### config.mk
export PLATFORM = sky130hd
export DESIGN_NAME = companion_core_n_flat
export DESIGN_NICKNAME = d
export VERILOG_FILES = /design/src/rtl/companion_core_n_pkg.sv /design/src/rtl/companion_core_n_if.sv /design/src/rtl/companion_stat_bank.sv /design/src/rtl/companion_core_n.sv /design/src/flat_wrapper.sv
export SDC_FILE = /design/constraint.sdc
export NUM_CORES = 1
export LEC_CHECK = 0
export ABC_AREA = 0
export CORE_UTILIZATION = 45
export CTS_CLUSTER_DIAMETER = 80
export DETAILED_ROUTE_END_ITERATION = 8
export PLACE_DENSITY = 0.63
export SYNTH_ARGS = -nofsm -noshare
export SYNTH_HDL_FRONTEND = slang
export SYNTH_HIERARCHICAL = 1
export SYNTH_SLANG_ARGS = --single-unit
### constraint.sdc
create_clock -name clk -period 10.97 [get_ports clk]
set_clock_uncertainty 0.15 [all_clocks]
set_input_delay 2.194 -clock clk [delete_from_list [all_inputs] [get_ports clk]]
set_output_delay 2.194 -clock clk [all_outputs]
set_load 0.03 [all_outputs]
### src/rtl/companion_core_n_pkg.sv
`default_nettype none
// ============================================================================
//  Module      : companion_pkg
//  Description : Shared types and elaboration-time helpers for the companion
//                core: menu/exec state encoding and counter width functions.
//  Ports       : none (package)
//  Revision    : 1.0 - initial release
// ============================================================================
package companion_pkg;

    // Menu controller states, explicit 2-bit encoding.
    typedef enum logic [1:0] {
        ST_IDLE = 2'd0,
        ST_MENU = 2'd1,
        ST_EXEC = 2'd2
    } state_t;

    // Width of the menu index; never narrower than one bit.
    function automatic int sel_width(input int n);
        return (n > 2) ? $clog2(n) : 1;
    endfunction

    // Width of a counter that must hold the values 0..n-1.
    function automatic int cnt_width(input int n);
        return (n > 1) ? $clog2(n) : 1;
    endfunction

endpackage
`default_nettype wire

### src/rtl/companion_core_n_if.sv
`default_nettype none
// ============================================================================
//  Module      : companion_core_n_if
//  Description : Button/graphics side bundle of the companion core.
//                master : board/graphics side (drives buttons, exec_status)
//                slave  : companion core (drives stats, menu and exec status)
//  Signals     : menu_button, next_button, select_button, exec_status,
//                stats, selected, menu_open, exec, busy, timeout, low_mask
//  Revision    : 1.0 - initial release
// ============================================================================
interface companion_core_n_if
    import companion_pkg::*;
#(
    parameter int NUM_STATS = 4,
    parameter int STAT_W    = 32
);
    localparam int SEL_W = sel_width(NUM_STATS);

    logic                        menu_button;
    logic                        next_button;
    logic                        select_button;
    logic                        exec_status;
    logic [NUM_STATS*STAT_W-1:0] stats;
    logic [SEL_W-1:0]            selected;
    logic                        menu_open;
    logic                        exec;
    logic                        busy;
    logic                        timeout;
    logic [NUM_STATS-1:0]        low_mask;

    modport master (
        output menu_button, next_button, select_button, exec_status,
        input  stats, selected, menu_open, exec, busy, timeout, low_mask
    );

    modport slave (
        input  menu_button, next_button, select_button, exec_status,
        output stats, selected, menu_open, exec, busy, timeout, low_mask
    );

endinterface
`default_nettype wire

### src/rtl/companion_stat_bank.sv
`default_nettype none
// ============================================================================
//  Module      : companion_stat_bank
//  Description : NUM_STATS saturating stat counters with a shared decay
//                prescaler, boost/decay arbitration and a registered
//                low-threshold mask.
//  Ports       : clk, rst        - clock, synchronous active-high reset
//                boost_en_i      - apply BOOST to stat boost_idx_i this cycle
//                boost_idx_i     - index of the stat to boost
//                stats_o         - packed stats, stat i at [i*STAT_W +: STAT_W]
//                low_mask_o      - bit i set when stat i < LOW_THRESH (1 cycle lag)
//  Revision    : 1.0 - initial release
// ============================================================================
module companion_stat_bank
    import companion_pkg::*;
#(
    parameter int NUM_STATS    = 4,
    parameter int STAT_W       = 32,
    parameter int STAT_MAX     = 100,
    parameter int DECAY_CYCLES = 125_000_000,
    parameter int BOOST        = 20,
    parameter int LOW_THRESH   = 25,
    parameter int SEL_W        = 2
) (
    input  wire logic                        clk,
    input  wire logic                        rst,
    input  wire logic                        boost_en_i,
    input  wire logic [SEL_W-1:0]            boost_idx_i,
    output      logic [NUM_STATS*STAT_W-1:0] stats_o,
    output      logic [NUM_STATS-1:0]        low_mask_o
);

    localparam int PS_W = cnt_width(DECAY_CYCLES);

    localparam logic [PS_W-1:0]   c_PS_LAST   = PS_W'(DECAY_CYCLES - 1);
    localparam logic [PS_W-1:0]   c_PS_ONE    = PS_W'(1);
    localparam logic [STAT_W-1:0] c_MAX       = STAT_W'(STAT_MAX);
    localparam logic [STAT_W-1:0] c_ONE       = STAT_W'(1);
    localparam logic [STAT_W-1:0] c_ZERO      = '0;
    // One extra bit so stat + BOOST can never wrap before saturation.
    localparam logic [STAT_W:0]   c_BOOST_EXT = (STAT_W + 1)'(BOOST);
    localparam logic [STAT_W:0]   c_MAX_EXT   = (STAT_W + 1)'(STAT_MAX);
    localparam logic [STAT_W:0]   c_LOW_EXT   = (STAT_W + 1)'(LOW_THRESH);

    logic [PS_W-1:0] prescaler_q;
    logic            w_tick;

    assign w_tick = (prescaler_q == c_PS_LAST);

    // Free-running decay prescaler, independent of the menu state.
    always_ff @(posedge clk) begin
        if (rst) begin
            prescaler_q <= '0;
        end else if (w_tick) begin
            prescaler_q <= '0;
        end else begin
            prescaler_q <= prescaler_q + c_PS_ONE;
        end
    end

    for (genvar i = 0; i < NUM_STATS; i++) begin : g_stat
        logic [STAT_W-1:0] stat_q;
        logic [STAT_W-1:0] stat_d;
        logic              low_q;
        logic [STAT_W:0]   w_sum;
        logic              w_boost_here;

        assign w_sum        = {1'b0, stat_q} + c_BOOST_EXT;
        assign w_boost_here = boost_en_i && (boost_idx_i == SEL_W'(i));

        // A boost on this stat wins over a coincident decay tick.
        always_comb begin
            stat_d = stat_q;
            if (w_boost_here) begin
                stat_d = (w_sum > c_MAX_EXT) ? c_MAX : w_sum[STAT_W-1:0];
            end else if (w_tick && (stat_q != c_ZERO)) begin
                stat_d = stat_q - c_ONE;
            end
        end

        always_ff @(posedge clk) begin
            if (rst) begin
                stat_q <= c_MAX;
                low_q  <= 1'b0;
            end else begin
                stat_q <= stat_d;
                low_q  <= ({1'b0, stat_q} < c_LOW_EXT);
            end
        end

        assign stats_o[i*STAT_W +: STAT_W] = stat_q;
        assign low_mask_o[i]               = low_q;
    end

endmodule
`default_nettype wire

### src/rtl/companion_core_n.sv
`default_nettype none
// ============================================================================
//  Module      : companion_core_n
//  Description : Companion menu controller: button edge detection, IDLE/MENU/
//                EXEC state machine with exec timeout, driving a stat bank.
//  Ports       : clk  - system clock
//                rst  - synchronous active-high reset
//                bus  - companion_core_n_if.slave (buttons, exec_status in;
//                       stats, selected, menu_open, exec, busy, timeout,
//                       low_mask out)
//  Revision    : 1.0 - initial release
// ============================================================================
module companion_core_n
    import companion_pkg::*;
#(
    parameter int NUM_STATS    = 4,
    parameter int STAT_W       = 32,
    parameter int STAT_MAX     = 100,
    parameter int DECAY_CYCLES = 125_000_000,
    parameter int BOOST        = 20,
    parameter int LOW_THRESH   = 25,
    parameter int EXEC_TIMEOUT = 250_000_000
) (
    input wire logic         clk,
    input wire logic         rst,
    companion_core_n_if.slave bus
);

    localparam int SEL_W = sel_width(NUM_STATS);
    localparam int TO_W  = cnt_width(EXEC_TIMEOUT);

    localparam logic [TO_W-1:0]  c_TO_LAST  = TO_W'(EXEC_TIMEOUT - 1);
    localparam logic [TO_W-1:0]  c_TO_ONE   = TO_W'(1);
    localparam logic [SEL_W-1:0] c_SEL_LAST = SEL_W'(NUM_STATS - 1);
    localparam logic [SEL_W-1:0] c_SEL_ONE  = SEL_W'(1);

    state_t           state_q;
    logic [SEL_W-1:0] selected_q;
    logic             menu_open_q;
    logic             busy_q;
    logic             exec_q;
    logic             timeout_q;
    logic [TO_W-1:0]  to_cnt_q;
    logic             menu_btn_q;
    logic             next_btn_q;
    logic             select_btn_q;

    logic             w_menu_pulse;
    logic             w_next_pulse;
    logic             w_select_pulse;
    logic             w_boost_en;

    // Rising edges relative to the previous sampled level.
    assign w_menu_pulse   = bus.menu_button   & ~menu_btn_q;
    assign w_next_pulse   = bus.next_button   & ~next_btn_q;
    assign w_select_pulse = bus.select_button & ~select_btn_q;

    // The boost lands on the same edge that enters EXEC, so the boosted value
    // is visible in the cycle where exec is high.
    assign w_boost_en = (state_q == ST_MENU) && w_select_pulse;

    always_ff @(posedge clk) begin
        if (rst) begin
            state_q      <= ST_IDLE;
            selected_q   <= '0;
            menu_open_q  <= 1'b0;
            busy_q       <= 1'b0;
            exec_q       <= 1'b0;
            timeout_q    <= 1'b0;
            to_cnt_q     <= '0;
            menu_btn_q   <= 1'b0;
            next_btn_q   <= 1'b0;
            select_btn_q <= 1'b0;
        end else begin
            menu_btn_q   <= bus.menu_button;
            next_btn_q   <= bus.next_button;
            select_btn_q <= bus.select_button;
            exec_q       <= 1'b0;
            timeout_q    <= 1'b0;

            case (state_q)
                ST_IDLE: begin
                    if (w_menu_pulse) begin
                        state_q     <= ST_MENU;
                        menu_open_q <= 1'b1;
                        selected_q  <= '0;
                    end
                end

                ST_MENU: begin
                    if (w_select_pulse) begin
                        state_q     <= ST_EXEC;
                        menu_open_q <= 1'b0;
                        busy_q      <= 1'b1;
                        exec_q      <= 1'b1;
                        to_cnt_q    <= '0;
                    end else if (w_menu_pulse) begin
                        state_q     <= ST_IDLE;
                        menu_open_q <= 1'b0;
                    end else if (w_next_pulse) begin
                        selected_q  <= (selected_q == c_SEL_LAST) ? '0
                                                                  : selected_q + c_SEL_ONE;
                    end
                end

                ST_EXEC: begin
                    if (bus.exec_status) begin
                        state_q  <= ST_IDLE;
                        busy_q   <= 1'b0;
                    end else if (to_cnt_q == c_TO_LAST) begin
                        state_q   <= ST_IDLE;
                        busy_q    <= 1'b0;
                        timeout_q <= 1'b1;
                    end else begin
                        to_cnt_q <= to_cnt_q + c_TO_ONE;
                    end
                end

                default: begin
                    state_q     <= ST_IDLE;
                    menu_open_q <= 1'b0;
                    busy_q      <= 1'b0;
                end
            endcase
        end
    end

    companion_stat_bank #(
        .NUM_STATS    (NUM_STATS),
        .STAT_W       (STAT_W),
        .STAT_MAX     (STAT_MAX),
        .DECAY_CYCLES (DECAY_CYCLES),
        .BOOST        (BOOST),
        .LOW_THRESH   (LOW_THRESH),
        .SEL_W        (SEL_W)
    ) u_stat_bank (
        .clk          (clk),
        .rst          (rst),
        .boost_en_i   (w_boost_en),
        .boost_idx_i  (selected_q),
        .stats_o      (bus.stats),
        .low_mask_o   (bus.low_mask)
    );

    assign bus.selected  = selected_q;
    assign bus.menu_open = menu_open_q;
    assign bus.busy      = busy_q;
    assign bus.exec      = exec_q;
    assign bus.timeout   = timeout_q;

endmodule
`default_nettype wire

### src/flat_wrapper.sv
// flat-port wrapper written by rule: the top's interface ports become plain ports
module companion_core_n_flat import companion_pkg::*;
#(
    parameter int NUM_STATS    = 4,
    parameter int STAT_W       = 32,
    parameter int STAT_MAX     = 100,
    parameter int DECAY_CYCLES = 125_000_000,
    parameter int BOOST        = 20,
    parameter int LOW_THRESH   = 25,
    parameter int EXEC_TIMEOUT = 250_000_000
)
  (clk, rst, bus_menu_button, bus_next_button, bus_select_button, bus_exec_status, bus_stats, bus_selected, bus_menu_open, bus_exec, bus_busy, bus_timeout, bus_low_mask);
  companion_core_n_if #(.NUM_STATS(NUM_STATS), .STAT_W(STAT_W)) bus_i ();
  input wire logic clk;
  input wire logic rst;
  input wire logic [$bits(bus_i.menu_button)-1:0] bus_menu_button;
  input wire logic [$bits(bus_i.next_button)-1:0] bus_next_button;
  input wire logic [$bits(bus_i.select_button)-1:0] bus_select_button;
  input wire logic [$bits(bus_i.exec_status)-1:0] bus_exec_status;
  output wire logic [$bits(bus_i.stats)-1:0] bus_stats;
  output wire logic [$bits(bus_i.selected)-1:0] bus_selected;
  output wire logic [$bits(bus_i.menu_open)-1:0] bus_menu_open;
  output wire logic [$bits(bus_i.exec)-1:0] bus_exec;
  output wire logic [$bits(bus_i.busy)-1:0] bus_busy;
  output wire logic [$bits(bus_i.timeout)-1:0] bus_timeout;
  output wire logic [$bits(bus_i.low_mask)-1:0] bus_low_mask;
  assign bus_i.menu_button = bus_menu_button;
  assign bus_i.next_button = bus_next_button;
  assign bus_i.select_button = bus_select_button;
  assign bus_i.exec_status = bus_exec_status;
  assign bus_stats = bus_i.stats;
  assign bus_selected = bus_i.selected;
  assign bus_menu_open = bus_i.menu_open;
  assign bus_exec = bus_i.exec;
  assign bus_busy = bus_i.busy;
  assign bus_timeout = bus_i.timeout;
  assign bus_low_mask = bus_i.low_mask;
  companion_core_n #(.NUM_STATS(NUM_STATS), .STAT_W(STAT_W), .STAT_MAX(STAT_MAX), .DECAY_CYCLES(DECAY_CYCLES), .BOOST(BOOST), .LOW_THRESH(LOW_THRESH), .EXEC_TIMEOUT(EXEC_TIMEOUT)) u_core (.clk(clk), .rst(rst), .bus(bus_i));
endmodule
==> out/metrics.yaml, run 1 <==
status: "finished clean"
grt_max_degree: 62
wirelength_mm: 34.8
synth_common_cells: "nor2_1 (200), dfxtp_1 (198), nand2_1 (114)"
path_buf_inv: 2
postSynthNetCount: 1696
cp.required_ps: 11150
cts_root_buf: "clkbuf_16"
final_nets: 1742
area_growth_pct: 15.9
port_buffers: 143
drive_above_1_share: 0.0418
ir_drop_mv: 0.0896
synth.cell_area_sq_um: 12700
tritoncts: "done"
via_count: 12500
cts_resized: 0
async_flop_share: 0
dr.pass1.iters: 5
numCtsBuffers: 17
startpoint_type: "input pin"
clock_path_buffers: 2
rsz0062_at_grt: "false"
fmax_mhz: 170
die-area_sq_um: 28900
drt_iter0_drc: 1119
netlist-cell-type-count: 88
arrival_ps: 6070
dp_hpwl_mm: 24.5
clkPwrFrac: 0.453
p_leak_nw: 4.90
tightest_slew_ps: 1130
start_util: 0.458
grt_pass1_vias: 11100
drv_cap: 0
fin_tns_setup_ps: 0
core-area_sq_um: 27800
final_max_slew_viol_count: 0
endpoint_kind: "register"
synth_top_area_frac: 0.312
viasPerCell: 5.95
clock_latency_ps: 440
synth-edff-count: 0
wl_per_cell_microns: 16.6
total_power_mw: 1.41
synth_cells: 1663
period_needed_ps: 5890
ant_nets: 0
synth_seq_cells: 198
critPathMaxFanout: 9
fin_area_sq_um: 14700
sw_frac_of_total: 0.241
critPathKind: "input pin to register"
pin_count: 144
gp_congestion: 0.879
cp_top_family: "simple AND/OR/NAND/NOR gates"
seqPwrFrac: 0.516
grt_usage: 0.241
critPathSlowestCell: "nor4_2"
relSlewSlack: 0.239
cpMostUsedCell: "nor2_1"
setup_viol: 0
die_w_microns: 170
grt_pass1_wl_mm: 57.6
synth_most_common_cell: "nor2_1"
cp_cell_sequence: "clkdlybuf4s50_1 > nand2b_1 > or3b_2 > inv_1 > nand2_1 > nor2_1 > o311ai_0 > a2111oi_0 > o2111ai_1 > nor4_2 > nor2_1 > nor4_1"
yosys-top-cells-area: "dfxtp_1 (31%), xnor2_1 (5.9%), nor2_1 (5.9%)"
cts.sinks: 198
die_y_microns: 170
p_int_mw: 1.07
grt_overflow: 0
htreeDepth: 4
synth.avg_cell_area_sq_um: 7.65
antenna_found_initial: 0
synthFlopType: "dfxtp_1"
place_area_sq_um: 14100
cp_slowest_stage_delay_ps: 640
clk_pin_slew_ps: 70
synth_largest_area_cell: "dfxtp_1"
powerDensity_nw_per_um2: 95.5
timing.final.crit_share: 0.537
synth_warnings: 6
cts_setup_buffers: 0
post-route-drc-count: 0
rows: 61
ys_seq_area_frac: 0.312
switchingPower_uw: 339
min-delay-path-class: "register to register"
comb_power_share: 0.031
hold_buffers: 0
hold_viol: 0
antennaDiodeCount: 0
## flip-flops by register name, summed over array words and instances (netlist names)
name                              flops
u_core/menu_btn_q                     1
u_core/u_stat_bank/g_stat.stat_q    128
u_core/bus.busy                       1
u_core/to_cnt_q                      28
u_core/u_stat_bank/prescaler_q       27
u_core/select_btn_q                   1
u_core/u_stat_bank/g_stat.low_q       4
u_core/bus.exec                       1
u_core/state_q                        2
u_core/bus.menu_open                  1
u_core/next_btn_q                     1
u_core/bus.timeout                    1
u_core/bus.selected                   2
## layer usage
layer  part of all wire  vias to the layer above  GRT usage
li1                   -                     6137          -
met1               0.48                     5970      0.347
met2               0.45                      361      0.376
met3              0.052                       34     0.0305
met4              0.012                        0     0.0591
met5                  0                        -          0
## power groups by stage
| stage | Clock (mW) | Combinational [mW] | Sequential (mW) |
|---|---|---|---|
| floorplan | 0 | 0.0316 | 0.743 |
| global placement | 0 | 0.0438 | 0.743 |
| detailed placement | 0 | 0.0444 | 0.743 |
| CTS | 0.655 | 0.0446 | 0.726 |
| global route | 0.684 | 0.0491 | 0.726 |
| finish | 0.637 | 0.0442 | 0.726 |
## final timing paths
check	from	endpoint	slack (ps)	depth (start not counted)
worst max-delay path	bus_select_button	u_core/u_stat_bank/g_stat[1].stat_q[4]	5080	12
worst min-delay path	u_core/to_cnt_q[1]	u_core/to_cnt_q[1]	340	2
worst max register to register	u_core/u_stat_bank/prescaler_q[10]	u_core/u_stat_bank/g_stat[2].stat_q[9]	6880	8
worst min register to register	u_core/to_cnt_q[1]	u_core/to_cnt_q[1]	340	2
## cell usage in the layout (no fill, tap or decap), types with 14 or more instances in the layout
cell | synthesis | layout
a31oi_1 | 19 | 19
and3_1 | 23 | 23
ha_1 | 27 | 27
or2_2 | 15 | 15
and4_1 | 21 | 21
nand2b_1 | 24 | 24
o31ai_1 | 14 | 14
nand3_1 | 85 | 85
nand2_1 | 114 | 114
xnor2_1 | 86 | 86
nand4_1 | 45 | 45
nor2_1 | 200 | 200
xor2_1 | 54 | 54
inv_1 | 41 | 41
a21oi_1 | 88 | 88
clkdlybuf4s50_1 | 0 | 142
dfxtp_1 | 198 | 198
or4_1 | 35 | 35
nor3_1 | 76 | 76
clkbuf_16 | 0 | 17
nor4_1 | 50 | 50
o21ai_0 | 72 | 72
or3_1 | 43 | 43
## metrics by stage
step	utilization	hold slack (ps)	setup WS, ps	std cells
3_3_place_gp	0.509	295	4790	2068
6_report	0.530	340	5080	2100
4_1_cts	0.530	339	5060	2100
3_5_place_dp	0.509	329	4710	2068
2_1_floorplan	-	280	5520	1663
5_1_grt	0.530	365	4630	2100
## worst reg2reg max path: cells and delay by family (launching register included)
kind,cells,cell delay (ps)
AOI/OAI and AO/OA,1,460
and+or+nand+nor,6,2870
DFF,1,340
xor gates and xnor gates,1,150
## logic make-up after synthesis
kind of cell | Yosys count | share of synthesized area
AO/OA/AOI/OAI | 313 | 0.161
buffers and inverters | 158 | 0.0495
adder cells (fa/ha/maj) | 27 | 0.0266
multiplexers | 15 | 0.0120
XOR/XNOR | 140 | 0.0964
AND/OR/NAND/NOR | 812 | 0.343
flip-flops | 198 | 0.312
## cell type report
| type | instances | area (sq um) |
|---|---|---|
| multi-input combinational | 1307 | 8120 |
| clock inverter | 13 | 136 |
| tap | 378 | 473 |
| timing repair buffer | 144 | 1430 |
| sequential | 198 | 3960 |
| inverter | 41 | 154 |
| fill | 2731 | 13000 |
| clock buffer | 19 | 453 |
(Power assumes the default switching activity.)
==> run 2, diff against run 1 <==
Settings changed: PLACE_DENSITY 0.63 to 0.66.
Clock period 10.97 ns to 5.3 ns, I/O delays scaled along.
==> run 2 against run 1 <==
Against the previous run:
- non-clock buffer count increased by 7
- final area increased by 0.30%
- clock power increased by 110%
- flip-flop and latch count unchanged
- total power increased by 110%
- first-iteration DRC count increased by 0.45%
- via count increased by 0.98%
- utilization increased by 0.16 points
- largest cell class unchanged
- largest power group unchanged
==> out/metrics.yaml, run 2 (same netlist as run 1, synthesis figures left out) <==
status: "finished clean"  # unchanged
place_area_sq_um: 14200  # was 14100 sq um
grt_usage: 0.240  # was 0.241
post-route-drc-count: 0  # unchanged
grt_overflow: 0  # unchanged
die-area_sq_um: 28900  # unchanged
total_power_mw: 2.92  # was 1.41 mW
ir_drop_mv: 0.201  # was 0.0896 mV
num-fill-cells: 2706  # was 2731
grt_max_degree: 51  # was 62
core-area_sq_um: 27800  # unchanged
fin_tns_setup_ps: 0  # unchanged
wl_per_cell_microns: 16.7  # was 16.6 microns
cts.sinks: 198  # unchanged
final_max_slew_viol_count: 0  # unchanged
arrival_ps: 4830  # was 6070 ps
fmax_mhz: 215
pin_count: 144  # unchanged
period_needed_ps: 4660
die_y_microns: 170  # unchanged
fin_area_sq_um: 14800  # was 14700 sq um
critPathKind: "input pin to register"  # unchanged
grt_pass1_wl_mm: 57.1  # was 57.6 mm
antennaDiodeCount: 0  # unchanged
cp.required_ps: 5470  # was 11150 ps
ff2ff_setup_slack_ps: 1360  # was 6880 ps
drv_cap: 0  # unchanged
via_count: 12600  # was 12500
antenna_found_initial: 0  # unchanged
hold_buffers: 0  # unchanged
worstRegToRegCells: 11  # was 8
endpoint_kind: "register"  # unchanged
top_regs: "u_core/u_stat_bank/g_stat.stat_q: 128 flops, u_core/to_cnt_q: 28 flops, u_core/u_stat_bank/prescaler_q: 27 flops"  # unchanged
use_met1: 0.323  # was 0.347
viasPerCell: 5.99  # was 5.95
gp_congestion: 0.886  # was 0.879
tritoncts: "done"  # unchanged
mostFrequentLayoutCell: "nor2_1"  # unchanged
drive_above_1_share: 0.0434  # was 0.0418
mostFrequentLayoutCells: "nor2_1 (200), dfxtp_1 (198), clkdlybuf4s50_1 (142)"  # unchanged
grt-busiest-layer: "met2"  # unchanged
timing.final.crit_share: 0.878
rsz0062_at_grt: "false"  # unchanged
dr.pass1.iters: 7  # was 5
met2_usage: 0.399  # was 0.376
numCtsBuffers: 17  # unchanged
powerDensity_nw_per_um2: 198  # was 95.5 nW/um^2
grt_use_met3: 0.0291  # was 0.0305
crit_start: "bus_select_button"  # unchanged
largest_register_ffs: 128  # unchanged
clock_latency_ps: 440  # about the same
die_w_microns: 170  # unchanged
final_nets: 1749  # was 1742
min-delay-path-class: "register to register"  # unchanged
relSlewSlack: 0.266  # was 0.239
hold_viol: 0  # unchanged
critPathMaxFanout: 8  # was 9
clk_pin_slew_ps: 70  # about the same
startpoint_type: "input pin"  # unchanged
wirelength_mm: 35.3  # was 34.8 mm
setup_viol: 0  # unchanged
rows: 61  # unchanged
p_leak_nw: 4.93  # was 4.90 nW
start_util: 0.458  # unchanged
tightest_slew_ps: 1100  # was 1130 ps
htreeDepth: 4  # unchanged
cts_root_buf: "clkbuf_16"  # unchanged
cts_setup_buffers: 0  # unchanged
ant_nets: 0  # unchanged
area_growth_pct: 16.2  # was 15.9%
dp_hpwl_mm: 24.8  # was 24.5 mm
cts_resized: 0  # unchanged
grt_pass1_vias: 11300  # was 11100
r2r_start: "u_core/state_q[0]"  # was u_core/u_stat_bank/prescaler_q[10]
drt_iter0_drc: 1124  # was 1119
max_flop_register: "u_core/u_stat_bank/g_stat.stat_q"  # unchanged
clock_path_buffers: 2  # unchanged
r2r_end: "u_core/u_stat_bank/g_stat[3].stat_q[2]"  # was u_core/u_stat_bank/g_stat[2].stat_q[9]
critPathCapture: "u_core/u_stat_bank/g_stat[3].stat_q[2]"  # was u_core/u_stat_bank/g_stat[1].stat_q[4]
port_buffers: 143  # unchanged
run 2: worst max-delay path, cell delays in order:
cell             delay [ps]
clkdlybuf4s50_1         470
nand2b_1                100
or3b_2                  580
inv_1                   120
buf_4                   180
and3_1                  350
o21ai_0                 170
a41oi_1                 200
o211ai_1                160
a31o_2                  240
a2111oi_0               640
nand2_1                 170
a221o_1                 380
run 2: power by group:
part,total [mW],internal (mW),switching [mW]
combinational,0.0930,0.0304,0.0627
clock,1.32,0.726,0.598
sequential,1.50,1.49,0.00902
run 2: how the worst min path moves through the flow:
stage               depth (start not counted)                         startpoint                                 to  slack [ps]
finish                                      1  u_core/u_stat_bank/prescaler_q[0]  u_core/u_stat_bank/prescaler_q[0]         320
global route                                1  u_core/u_stat_bank/prescaler_q[0]  u_core/u_stat_bank/prescaler_q[0]         330
global placement                            1  u_core/u_stat_bank/prescaler_q[0]  u_core/u_stat_bank/prescaler_q[0]         290
detailed placement                          1  u_core/u_stat_bank/prescaler_q[0]  u_core/u_stat_bank/prescaler_q[0]         300
CTS                                         1  u_core/u_stat_bank/prescaler_q[0]  u_core/u_stat_bank/prescaler_q[0]         320
floorplan                                   1  u_core/u_stat_bank/prescaler_q[0]  u_core/u_stat_bank/prescaler_q[0]         280
run 2: metal layers:
layer  up-vias  share of wire
met5         -              0
met2       383           0.47
met1      6051           0.46
met4         0          0.014
met3        42          0.052
li1       6149              -
run 2: area by class of cell:
| class | count | area [sq um] | area share |
|---|---|---|---|
| Multi-Input combinational cell | 1307 | 8120 | 0.550 |
| Sequential cell | 198 | 3960 | 0.268 |
| Timing Repair Buffer | 151 | 1490 | 0.101 |
| Tap cell | 378 | 473 | 0.0320 |
| Clock buffer | 22 | 464 | 0.0314 |
| Inverter | 41 | 154 | 0.0104 |
| Clock inverter | 9 | 116 | 0.00787 |
run 2: per-stage QoR:
| step | std cells | setup slack [ps] | util | hold WS [ps] |
|---|---|---|---|---|
| 6_report | 2106 | 644 | 0.532 | 316 |
| 5_1_grt | 2106 | 569 | 0.532 | 333 |
| 4_1_cts | 2106 | 815 | 0.532 | 321 |
| 3_5_place_dp | 2075 | 350 | 0.511 | 304 |
| 3_3_place_gp | 2075 | 439 | 0.511 | 293 |
| 2_1_floorplan | 1663 | 983 | - | 280 |
==> run 3, diff against run 2 <==
Settings changed: CORE_UTILIZATION 45 to 59, DONT_BUFFER_PORTS set to 1, MAX_ROUTING_LAYER set to met4, PLACE_DENSITY 0.66 to 0.75.
==> run 3 against run 2 <==
Against the previous run:
- global-route usage up 6.3 points
- utilization rose by 9.3 points
- count of clock-buffer cells in the layout decreased by 1
- setup slack gained 530 ps
- cell count fell by 12%
- first-iteration DRC count shrank 11%
- routed wire length down 6.8%
- register-to-register slack got worse by 130 ps
==> out/metrics.yaml, run 3 (same netlist as run 1, synthesis figures left out) <==
final_max_slew_viol_count: 0  # unchanged
p_int_mw: 2.18  # was 2.25 mW
dr.pass1.iters: 5  # was 7
antenna_found_initial: 0  # unchanged
timing.final.crit_share: 0.778  # was 0.878
clock_latency_ps: 440  # about the same
drt_iter0_drc: 1003  # was 1124
total_power_mw: 2.82  # was 2.92 mW
tritoncts: "done"  # unchanged
worstRegToRegCells: 9  # was 11
tightest_slew_ps: 1070  # was 1100 ps
path_buf_inv: 2  # was 3
grt_pass1_wl_mm: 53.3  # was 57.1 mm
grt_pass1_vias: 10700  # was 11300
final.setup.worst_slack_ps: 1170  # was 644 ps
switchingPower_uw: 647  # was 670 uW
min-delay-path-class: "register to register"  # unchanged
arrival_ps: 4300  # was 4830 ps
clkPwrFrac: 0.441  # was 0.454
relSlewSlack: 0.282  # was 0.266
top_regs: "u_core/u_stat_bank/g_stat.stat_q: 128 flops, u_core/to_cnt_q: 28 flops, u_core/u_stat_bank/prescaler_q: 27 flops"  # unchanged
ant_nets: 0  # unchanged
r2r_end: "u_core/u_stat_bank/g_stat[3].stat_q[2]"  # unchanged
core-area_sq_um: 21100  # was 27800 sq um
critPathCapture: "u_core/u_stat_bank/g_stat[3].stat_q[2]"  # unchanged
fin_cells: 1858  # was 2106
critPathKind: "input pin to register"  # unchanged
seqPwrFrac: 0.534  # was 0.514
drv_cap: 0  # unchanged
cp.required_ps: 5470  # about the same
cp_cell_sequence: "nand2b_1 > or3b_2 > inv_1 > buf_4 > and3_1 > o21ai_0 > a41oi_1 > o211ai_1 > a31o_2 > a2111oi_0 > nand2_1 > a221o_1"  # was clkdlybuf4s50_1 > nand2b_1 > or3b_2 > inv_1 > buf_4 > and3_1 > o21ai_0 > a41oi_1 > o211ai_1 > a31o_2 > a2111oi_0 > nand2_1 > a221o_1
start_util: 0.603  # was 0.458
startpoint_type: "input pin"  # unchanged
sw_frac_of_total: 0.229  # about the same
die-area_sq_um: 22100  # was 28900 sq um
grt_usage: 0.302  # was 0.240
powerDensity_nw_per_um2: 214  # was 198 nW/um^2
status: "finished clean"  # unchanged
max_flop_register: "u_core/u_stat_bank/g_stat.stat_q"  # unchanged
mostFrequentLayoutCell: "nor2_1"  # unchanged
wl_per_cell_microns: 17.7  # was 16.7 microns
cts_setup_buffers: 0  # unchanged
post-route-drc-count: 0  # unchanged
whs_ps: 313  # was 316 ps
r2r_start: "u_core/u_stat_bank/g_stat[3].stat_q[3]"  # was u_core/state_q[0]
critPathSlowestCell: "a2111oi_0"  # unchanged
grt_max_degree: 62  # was 51
gp_congestion: 0.913  # was 0.886
pin_count: 144  # unchanged
rsz0062_at_grt: "false"  # unchanged
clock_path_buffers: 2  # unchanged
setup_viol: 0  # unchanged
dp_hpwl_mm: 23.1  # was 24.8 mm
comb_power_share: 0.025  # was 0.032
area_growth_pct: 3.62  # was 16.2%
clk_pin_slew_ps: 70  # about the same
critPathMaxFanout: 8  # unchanged
rows: 53  # was 61
grt_overflow: 0  # unchanged
port_buffers: 0  # was 143
ff2ff_setup_slack_ps: 1230  # was 1360 ps
ir_drop_mv: 0.213  # was 0.201 mV
cts.sinks: 198  # unchanged
path_depth: 12  # was 13
drive_above_1_share: 0.0455  # was 0.0434
fin_tns_setup_ps: 0  # unchanged
cts_root_buf: "clkbuf_16"  # unchanged
hold_buffers: 0  # unchanged
htreeDepth: 4  # unchanged
p_leak_nw: 4.39  # was 4.93 nW
wirelength_mm: 32.9  # was 35.3 mm
numCtsBuffers: 17  # unchanged
period_needed_ps: 4130  # was 4660 ps
hold_viol: 0  # unchanged
crit_start: "bus_select_button"  # unchanged
cp_top_family: "compound AO/OA/AOI/OAI gates"  # unchanged
die_w_microns: 149  # was 170 microns
via_count: 12100  # was 12600
min_from: "u_core/u_stat_bank/prescaler_q[0]"  # unchanged
viasPerCell: 6.50  # was 5.99
fmax_mhz: 242  # was 215 MHz
die_y_microns: 149  # was 170 microns
cts_resized: 0  # unchanged
cp_slowest_stage_delay_ps: 680  # was 640 ps
final_nets: 1603  # was 1749
mostFrequentLayoutCells: "nor2_1 (200), dfxtp_1 (198), nand2_1 (114)"  # was nor2_1 (200), dfxtp_1 (198), clkdlybuf4s50_1 (142)
pre_cts_slack_ps: 811  # was 350 ps
endpoint_kind: "register"  # unchanged
place_inst: 1826  # was 2075
largest_register_ffs: 128  # unchanged
antennaDiodeCount: 0  # unchanged
run 3: cell type report:
cell class              count  area, sq um
flip-flops and latches    198         3960
inverters                  41          154
multi-input cells        1307         8120
repair buffers              5         37.5
clock inverters            11          104
well taps                 275          344
clock buffers              21          450
fillers                  1856         7910
run 3: stage by stage:
step | area [sq um] | utilization
6_report | 13200 | 0.625
5_1_grt | 13200 | 0.625
4_1_cts | 13200 | 0.625
3_5_place_dp | 12600 | 0.599
3_3_place_gp | 12600 | 0.599
2_1_floorplan | 12700 | -
run 3: how the worst min path moves through the flow:
stage,to,cells after the start
2_1_floorplan,u_core/u_stat_bank/prescaler_q[0],1
3_3_place_gp,u_core/u_stat_bank/prescaler_q[0],1
3_5_place_dp,u_core/u_stat_bank/prescaler_q[0],1
4_1_cts,u_core/u_stat_bank/prescaler_q[0],1
5_1_grt,u_core/u_stat_bank/prescaler_q[0],1
6_report,u_core/u_stat_bank/prescaler_q[0],1
run 3: power by group through the flow:
stage,clock network (mW),logic (mW),registers [mW]
finish,1.24,0.0710,1.51
global route,1.34,0.0790,1.51
CTS,1.27,0.0709,1.51
detailed placement,0,0.0705,1.54
global placement,0,0.0694,1.54
floorplan,0,0.0653,1.54
run 3: layer usage:
metal | track usage | vias up | wire length, microns
met5 | - | - | 0
met4 | 0.0878 | 0 | 444
met3 | 0.0679 | 45 | 2670
met2 | 0.467 | 443 | 15000
met1 | 0.395 | 5717 | 14700
li1 | - | 5874 | -
